**src/rtl/blink_pkg.sv**
```systemverilog
// Shared constants for the LED-blink signalling pair (blinker and meter).
// Holds the meter FSM state encoding and the board clock defaults.
package blink_pkg;

  localparam int CLK_HZ    = 50000000;
  localparam int DEFAULT_W = 26;

  typedef logic [1:0] state_t;

  localparam state_t IDLE    = 2'd0;
  localparam state_t MEASURE = 2'd1;
  localparam state_t LOCKED  = 2'd2;

endpackage

```
**src/rtl/blink_meter_sync_edge.sv**
```systemverilog
// Brings the asynchronous blink input into the CLOCK_50 domain and flags
// every transition, rising or falling, as a single-cycle strobe.
module sync_edge
  import blink_pkg::*;
(
  input  logic CLOCK_50,
  input  logic reset,
  input  logic d_async,
  output logic q_sync,
  output logic sig_edge
);

  logic s1_q;
  logic s2_q;
  logic s3_q;

  // Two metastability flops followed by a history flop for edge detection.
  always_ff @(posedge CLOCK_50 or negedge reset) begin
    if (!reset) begin
      s1_q <= 1'b0;
      s2_q <= 1'b0;
      s3_q <= 1'b0;
    end else begin
      s1_q <= d_async;
      s2_q <= s1_q;
      s3_q <= s2_q;
    end
  end

  assign q_sync   = s2_q;
  assign sig_edge = s2_q ^ s3_q;

endmodule

```
**src/rtl/blink_meter.sv**
```systemverilog
// Receive side of the LED-blink link: measures each half-period of the
// synchronized input, declares lock after a run of in-tolerance intervals
// and reports loss of input when no edge arrives within the timeout.
module blink_meter
  import blink_pkg::*;
#(
  parameter int W           = DEFAULT_W,
  parameter int HALF_PERIOD = CLK_HZ,
  parameter int TOL         = 50000,
  parameter int LOCK_COUNT  = 4,
  parameter int TIMEOUT     = 60000000
) (
  input  logic         CLOCK_50,
  input  logic         reset,
  input  logic         sig_in,
  output logic [W-1:0] period_out,
  output logic         period_valid,
  output logic         locked,
  output logic         timeout
);

  localparam int WP     = W + 1;
  localparam int GW     = $clog2(LOCK_COUNT + 1);
  localparam int GWP    = GW + 1;
  localparam int LO_INT = (HALF_PERIOD > TOL) ? (HALF_PERIOD - TOL) : 0;

  // Tolerance window and timeout expressed one bit wider than the counter
  // so that cnt+1 can be compared without wrapping.
  localparam logic [W:0]  TOL_LO    = WP'(LO_INT);
  localparam logic [W:0]  TOL_HI    = WP'(HALF_PERIOD + TOL);
  localparam logic [W:0]  TIMEOUT_N = WP'(TIMEOUT);
  localparam logic [GW:0] LOCK_N    = GWP'(LOCK_COUNT);

  logic          edgeDet;
  logic          unusedSyncLevel;

  state_t        state_q, state_d;
  logic [W-1:0]  cnt_q, cnt_d;
  logic [GW-1:0] good_q, good_d;
  logic [W-1:0]  period_q, period_d;
  logic          valid_q, valid_d;
  logic          timeout_q, timeout_d;
  logic          locked_q;

  logic [W:0]    intervalN;
  logic [GW:0]   goodNext;
  logic          inTol;
  logic          atTimeout;

  sync_edge u_sync (
    .CLOCK_50 (CLOCK_50),
    .reset    (reset),
    .d_async  (sig_in),
    .q_sync   (unusedSyncLevel),
    .sig_edge (edgeDet)
  );

  assign intervalN = {1'b0, cnt_q} + {{W{1'b0}}, 1'b1};
  assign goodNext  = {1'b0, good_q} + {{GW{1'b0}}, 1'b1};
  assign inTol     = (intervalN >= TOL_LO) && (intervalN <= TOL_HI);
  assign atTimeout = (intervalN == TIMEOUT_N);

  // Next-state logic: an edge always wins over a coincident timeout.
  always_comb begin
    state_d   = state_q;
    cnt_d     = cnt_q;
    good_d    = good_q;
    period_d  = period_q;
    valid_d   = 1'b0;
    timeout_d = 1'b0;
    case (state_q)
      IDLE: begin
        cnt_d = '0;
        if (edgeDet) begin
          state_d = MEASURE;
          good_d  = '0;
        end
      end
      MEASURE: begin
        if (edgeDet) begin
          cnt_d    = '0;
          period_d = intervalN[W-1:0];
          valid_d  = 1'b1;
          if (inTol) begin
            if (goodNext == LOCK_N) begin
              state_d = LOCKED;
              good_d  = '0;
            end else begin
              good_d = goodNext[GW-1:0];
            end
          end else begin
            good_d = '0;
          end
        end else if (atTimeout) begin
          state_d   = IDLE;
          timeout_d = 1'b1;
          cnt_d     = '0;
          good_d    = '0;
        end else begin
          cnt_d = intervalN[W-1:0];
        end
      end
      LOCKED: begin
        if (edgeDet) begin
          cnt_d    = '0;
          period_d = intervalN[W-1:0];
          valid_d  = 1'b1;
          if (!inTol) begin
            state_d = MEASURE;
            good_d  = '0;
          end
        end else if (atTimeout) begin
          state_d   = IDLE;
          timeout_d = 1'b1;
          cnt_d     = '0;
          good_d    = '0;
        end else begin
          cnt_d = intervalN[W-1:0];
        end
      end
      default: begin
        state_d = IDLE;
        cnt_d   = '0;
        good_d  = '0;
      end
    endcase
  end

  // State, counters and registered outputs; reset clears everything at once.
  always_ff @(posedge CLOCK_50 or negedge reset) begin
    if (!reset) begin
      state_q   <= IDLE;
      cnt_q     <= '0;
      good_q    <= '0;
      period_q  <= '0;
      valid_q   <= 1'b0;
      timeout_q <= 1'b0;
      locked_q  <= 1'b0;
    end else begin
      state_q   <= state_d;
      cnt_q     <= cnt_d;
      good_q    <= good_d;
      period_q  <= period_d;
      valid_q   <= valid_d;
      timeout_q <= timeout_d;
      locked_q  <= (state_d == LOCKED);
    end
  end

  assign period_out   = period_q;
  assign period_valid = valid_q;
  assign locked       = locked_q;
  assign timeout      = timeout_q;

endmodule
```
**config.mk**
```make
export PLATFORM = sky130hd
export DESIGN_NAME = blink_meter
export DESIGN_NICKNAME = d
export VERILOG_FILES = /design/src/rtl/blink_pkg.sv /design/src/rtl/blink_meter_sync_edge.sv /design/src/rtl/blink_meter.sv
export SDC_FILE = /design/constraint.sdc
export NUM_CORES = 1
export LEC_CHECK = 0
export CELL_PAD_IN_SITES_DETAIL_PLACEMENT = 0
export CELL_PAD_IN_SITES_GLOBAL_PLACEMENT = 1
export CORE_ASPECT_RATIO = 0.5
export CORE_UTILIZATION = 35
export CTS_CLUSTER_DIAMETER = 40
export DETAILED_ROUTE_END_ITERATION = 7
export PLACE_DENSITY_LB_ADDON = 0.12
export SYNTH_ARGS = -nofsm -noshare
export SYNTH_HDL_FRONTEND = slang
export SYNTH_HIERARCHICAL = 1
export SYNTH_SLANG_ARGS = --single-unit
```
**constraint.sdc**
```tcl
create_clock -name CLOCK_50 -period 8.4 [get_ports CLOCK_50]
set_input_delay 2.52 -clock CLOCK_50 [delete_from_list [all_inputs] [get_ports CLOCK_50]]
set_output_delay 2.52 -clock CLOCK_50 [all_outputs]
set_load 0.005 [all_outputs]
```
=== Word-level counts from Yosys, hierarchy flattened ===
Cells that the tools add are included.

* Register bits: 63
* Latch bits: 0
* RAM bits: 0
* Memory bits (read-only): 0
* Input port bits: 3
* Output and inout port bits: 29
* Logic and storage cells: 51
* Memories kept: 0

* Add/sub/neg operators: 2
* Multipliers: 0
* Div/mod/pow operators: 0
* Order comparisons: 2
* Equal/unequal tests: 7
* Shift operators: 0
* Muxes and demuxes: 24
* Bitwise logic cells: 1
* Reductions and logical operators: 5

{| class="wikitable"
|+ Operator list
! kind !! count
|-
| $mux 26 || 3
|-
| $add 26x1->27 const B || 1
|-
| $eq 27x26->1 const B || 1
|-
| $ge 27x26->1 const B || 1
|-
| $le 27x26->1 const B || 1
|-
| $mux 3 || 7
|-
| $mux 2 || 7
|-
| $pmux 3 s3 || 1
|-
| $pmux 2 s3 || 1
|-
| $mux 1 || 5
|-
| $add 3x1->4 const B || 1
|-
| $eq 2x2->1 const B || 2
|-
| $eq 4x3->1 const B || 1
|-
| $reduce_and 2->1 || 2
|-
| $ne 3x3->1 const B || 1
|-
| $eq 2x1->1 const B || 1
|-
| $logic_not 2->1 || 1
|-
| $ne 2x2->1 const B || 1
|-
| $reduce_or 2->1 || 1
|-
| $logic_and 1x1->1 || 1
|-
| $xor 1x1->1 || 1
|}

=== Longest topological paths before layout ===
* Depth after elaboration: 7
* Mapped depth: 12
* Depth with buffers taken out: 10

=== Cells and area by module ===
Netlist, hierarchy kept.

{| class="wikitable"
|+ By module, submodules not included
! module !! instances !! cells an instance !! area each (µm²)
|-
| blink_meter || 1 || 409 || 3,563.4
|-
| sync_edge || 1 || 4 || 83.8
|}

=== Worst setup path after synthesis ===
No wires, ideal clock.

* Kind: reg-to-reg
* From: register cnt_q[0]
* To: register good_q[0]
* Setup time: 0.121 ns
* Arrival: 2.938 ns
* Path slack: 5.341 ns
* Stages on the path, launching flop included: 13
* Period minus slack after synthesis: 3.059 ns
* Path through: dfrtp_1 > ha_1 > buf_4 > nand4_2 > or4_4 > and2_4 > or4_4 > nor4_2 > a31o_2 > buf_6 > a2bb2oi_2 > o221ai_2 > a22o_1

* Longest elaborated chain between the ends: 6

{| class="wikitable"
|+ Ends and longest elaborated chain
! what !! RTL line !! RTL
|-
| start: declaration || blink_meter.sv:38 || <nowiki>logic [W-1:0] cnt_q, cnt_d;</nowiki>
|-
| start signal: assignment || blink_meter.sv:141 || <nowiki>cnt_q <= cnt_d;</nowiki>
|-
| $add 26x1->27 * || blink_meter.sv:58 || <nowiki>assign intervalN = {1'b0, cnt_q} + {{W{1'b0}}, 1'b1};</nowiki>
|-
| $ge 27x26->1 or $le 27x26->1 (tied branches) || blink_meter.sv:60 || <nowiki>assign inTol = (intervalN >= TOL_LO) && (intervalN <= TOL_HI);</nowiki>
|-
| $logic_and 1x1->1 || blink_meter.sv:60 ||
|-
| $mux 3 || blink_meter.sv:84 || <nowiki>if (inTol) begin</nowiki>
|-
| $mux 3 || blink_meter.sv:80 || <nowiki>if (edgeDet) begin</nowiki>
|-
| $pmux 3 s3 || blink_meter.sv:71 || <nowiki>case (state_q)</nowiki>
|-
| end signal: assignment || blink_meter.sv:142 || <nowiki>good_q <= good_d;</nowiki>
|-
| end: declaration || blink_meter.sv:39 || <nowiki>logic [GW-1:0] good_q, good_d;</nowiki>
|}

Mark *: on every way between the ends. The rest lies on a longest branch, timed or not.
A chain may end at the register's enable or synchronous reset.

=== Worst setup path in the final report ===
Same ends and word-level chain as after synthesis.

==> reports/metrics.yaml <==
min_period_ns: 3.96
drtIter0Drc: 221
hp-class: "flop to flop"
status: "finished, violations left"
setup_slack_ns: 4.44
r2r-end: "good_q[0]$_DFFE_PN0P_"
async_flop_share: 1.00
reg2reg_depth: 10
critPathKind: "flop to flop"
cts.clk_slew.worst_paths_ns: 0.05
gr-total-overflow: 0
cp.arrival_ns: 4.18
crit_family: "simple AND/OR/NAND/NOR gates"
synthTopCellsByArea: "dfrtp_1, nand2_1, nor2_1"
place_area_um2: 4000
synthCells: 413
place_congestion: 0.920
cts_htree_levels: 3
violations: "design-rule violations"
clk_latency_ns: 0.33
worstPathCellList: "ha_1, nand4_2, or4_4, and2_4, or4_4, nor4_2, a31o_2, a2bb2oi_2, o221ai_2, a22o_1"
leakage_nw: 1.67
die_h_um: 74.2
yosysUniqueCellTypes: 65
cp-startpoint: "cnt_q[0]$_DFF_PN0_"
slew_headroom: 0.448
drc_errors: 1
end_kind: "flop"
cts-hold-fix-buffers: 0
crit_buf_inv: 0
path_depth: 10
hold-path-cell-count: 0
nets: 438
critPathLaunchType: "flop"
synth_edf_count: 0
synthTopCellsByCount: "dfrtp_1, nand2_1, nor2_1"
cts_root_buf: "clkbuf_16"
fin_crit_sh: 0.472
cts_resized: 0
io_pins: 32
yosysSeqAreaShare: 0.432
die_area_um2: 10900
critPathSlowestCell: "a31o_2"
setup_viol: 0
grt_pass1_vias: 3016
cp_max_fo: 28
antenna_found_initial: 0
synth.net_count: 422
synth_area_um2: 3650
core_area_um2: 9790
post-route-util: 0.442
critPathMostFrequentCell: "or4_4"
wl_per_cell_um: 16.9
clock_skew_ns: 0.00324
rsz0062_at_grt: "false"
synth_ff_type: "dfrtp_1"
syn_area_per_cell_um2: 8.83
required_ns: 8.62
dieWidth_um: 146
cts_made_buffers: 9
ys_warn_count: 6
nFillCells: 929
r2r_slack_ns: 4.44
dr.pass1.iters: 8
postCtsSetupRepairBufs: 0
ir_drop_mv: 0.0834
wirelength_um: 9620
rows: 25
ys_ff_latch: 63
multi_input_area_um2: 1890
post_drt_via_cell_ratio: 5.49
vias: 3125
n_antenna_cell: 0
rr_startpoint: "cnt_q[0]$_DFF_PN0_"
powerDensity_nw_per_um2: 198
grt_max_degree: 64
instances_no_fill: 569
drv_cap: 0
synth.most_common_cell: "dfrtp_1"
hold_viol: 0
post-dp-hpwl_um: 6760
critPathMaxStageDelay_ns: 0.64
tritoncts: "yes"
start_util: 0.373
synth_top_area_cell: "dfrtp_1"
pre_cts_ws_ns: 4.39
fin_tns_setup_ns: 0
maxSlewViolCount: 0
drive_above_1_share: 0.0668
regArea_um2: 1580
place_inst: 553
critPathCapture: "good_q[0]$_DFFE_PN0P_"
grt_usage: 0.196
hold_start: "u_sync/s1_q$_DFF_PN0_"
synth_top_area_share: 0.432
portBuffers: 31
cts_buffer_depth: 2
cts_num_sinks: 63
postRouteAntennaNets: 0
tightest_slew_ns: 0.828
finish.instance_area_um2: 4330
area.growth.synth_to_final_pct: 18.7
grt_pass1_wl_um: 16200
fmax_mhz: 252
## layer usage
metal	GRT usage	wire length, um
met5	0	0
met4	0.0787	142
met3	0.0503	513
met2	0.275	3860
met1	0.286	5100
## layout make-up
| class | instances | share of cell area |
|---|---|---|
| clock inverter | 3 | 0.0150 |
| inverter | 13 | 0.0113 |
| clock buffer | 13 | 0.0601 |
| multi-input combinational | 309 | 0.436 |
| sequential | 63 | 0.364 |
| timing repair buffer | 33 | 0.0740 |
| tap | 135 | 0.0390 |
## flip-flops by register name (all words and copies together) (netlist names)
name	flops
u_sync/q_sync	1
good_q	3
cnt_q	26
u_sync/s3_q	1
period_out	26
period_valid	1
timeout	1
locked	1
state_q	2
u_sync/s1_q	1
## cell families after synthesis
| logic type | Yosys count | synth area share |
|---|---|---|
| and+or+nand+nor | 192 | 0.274 |
| AOI/OAI and AO/OA | 85 | 0.160 |
| DFF | 63 | 0.432 |
| buffers and inverters | 41 | 0.0497 |
| xor gates and xnor gates | 24 | 0.0576 |
| adders and majority gates | 6 | 0.0206 |
| muxes | 2 | 0.00549 |
## power breakdown
| part | internal (mW) | switching, mW | total, mW |
|---|---|---|---|
| Clock | 0.275 | 0.133 | 0.409 |
| Sequential | 0.317 | 0.0127 | 0.330 |
| Combinational | 0.0399 | 0.0788 | 0.119 |
## placed cells by master (no fill, tap or decap), types with 3 or more instances in the layout
cell             count
nor3_1              12
xnor2_1             16
o211ai_1             3
nand4_1             12
and2_1               3
inv_1               13
a211oi_1             3
o31a_1               4
dfrtp_1             63
o21a_1               3
o21ai_0             35
nand3_1             14
a2bb2oi_1            3
and4_1               7
clkbuf_16            9
nand4b_1             3
a21oi_1              6
nand2_1             55
nor2_1              49
nor4_1              13
ha_1                 6
and3_1               6
xor2_1               8
o31ai_1              3
clkdlybuf4s50_1     30
## how the worst min path moves through the flow
stage,to
floorplan,u_sync/q_sync$_DFF_PN0_
global placement,u_sync/q_sync$_DFF_PN0_
detailed placement,u_sync/q_sync$_DFF_PN0_
global route,u_sync/q_sync$_DFF_PN0_
finish,u_sync/q_sync$_DFF_PN0_
CTS,u_sync/q_sync$_DFF_PN0_
## metrics by stage
stage               hold WS [ns]  total power [mW]
floorplan                  0.331             0.413
global placement           0.334             0.452
detailed placement         0.343             0.456
CTS                        0.355             0.870
global route               0.367             0.904
finish                     0.354             0.857
Power figures use the tool's default switching activity.
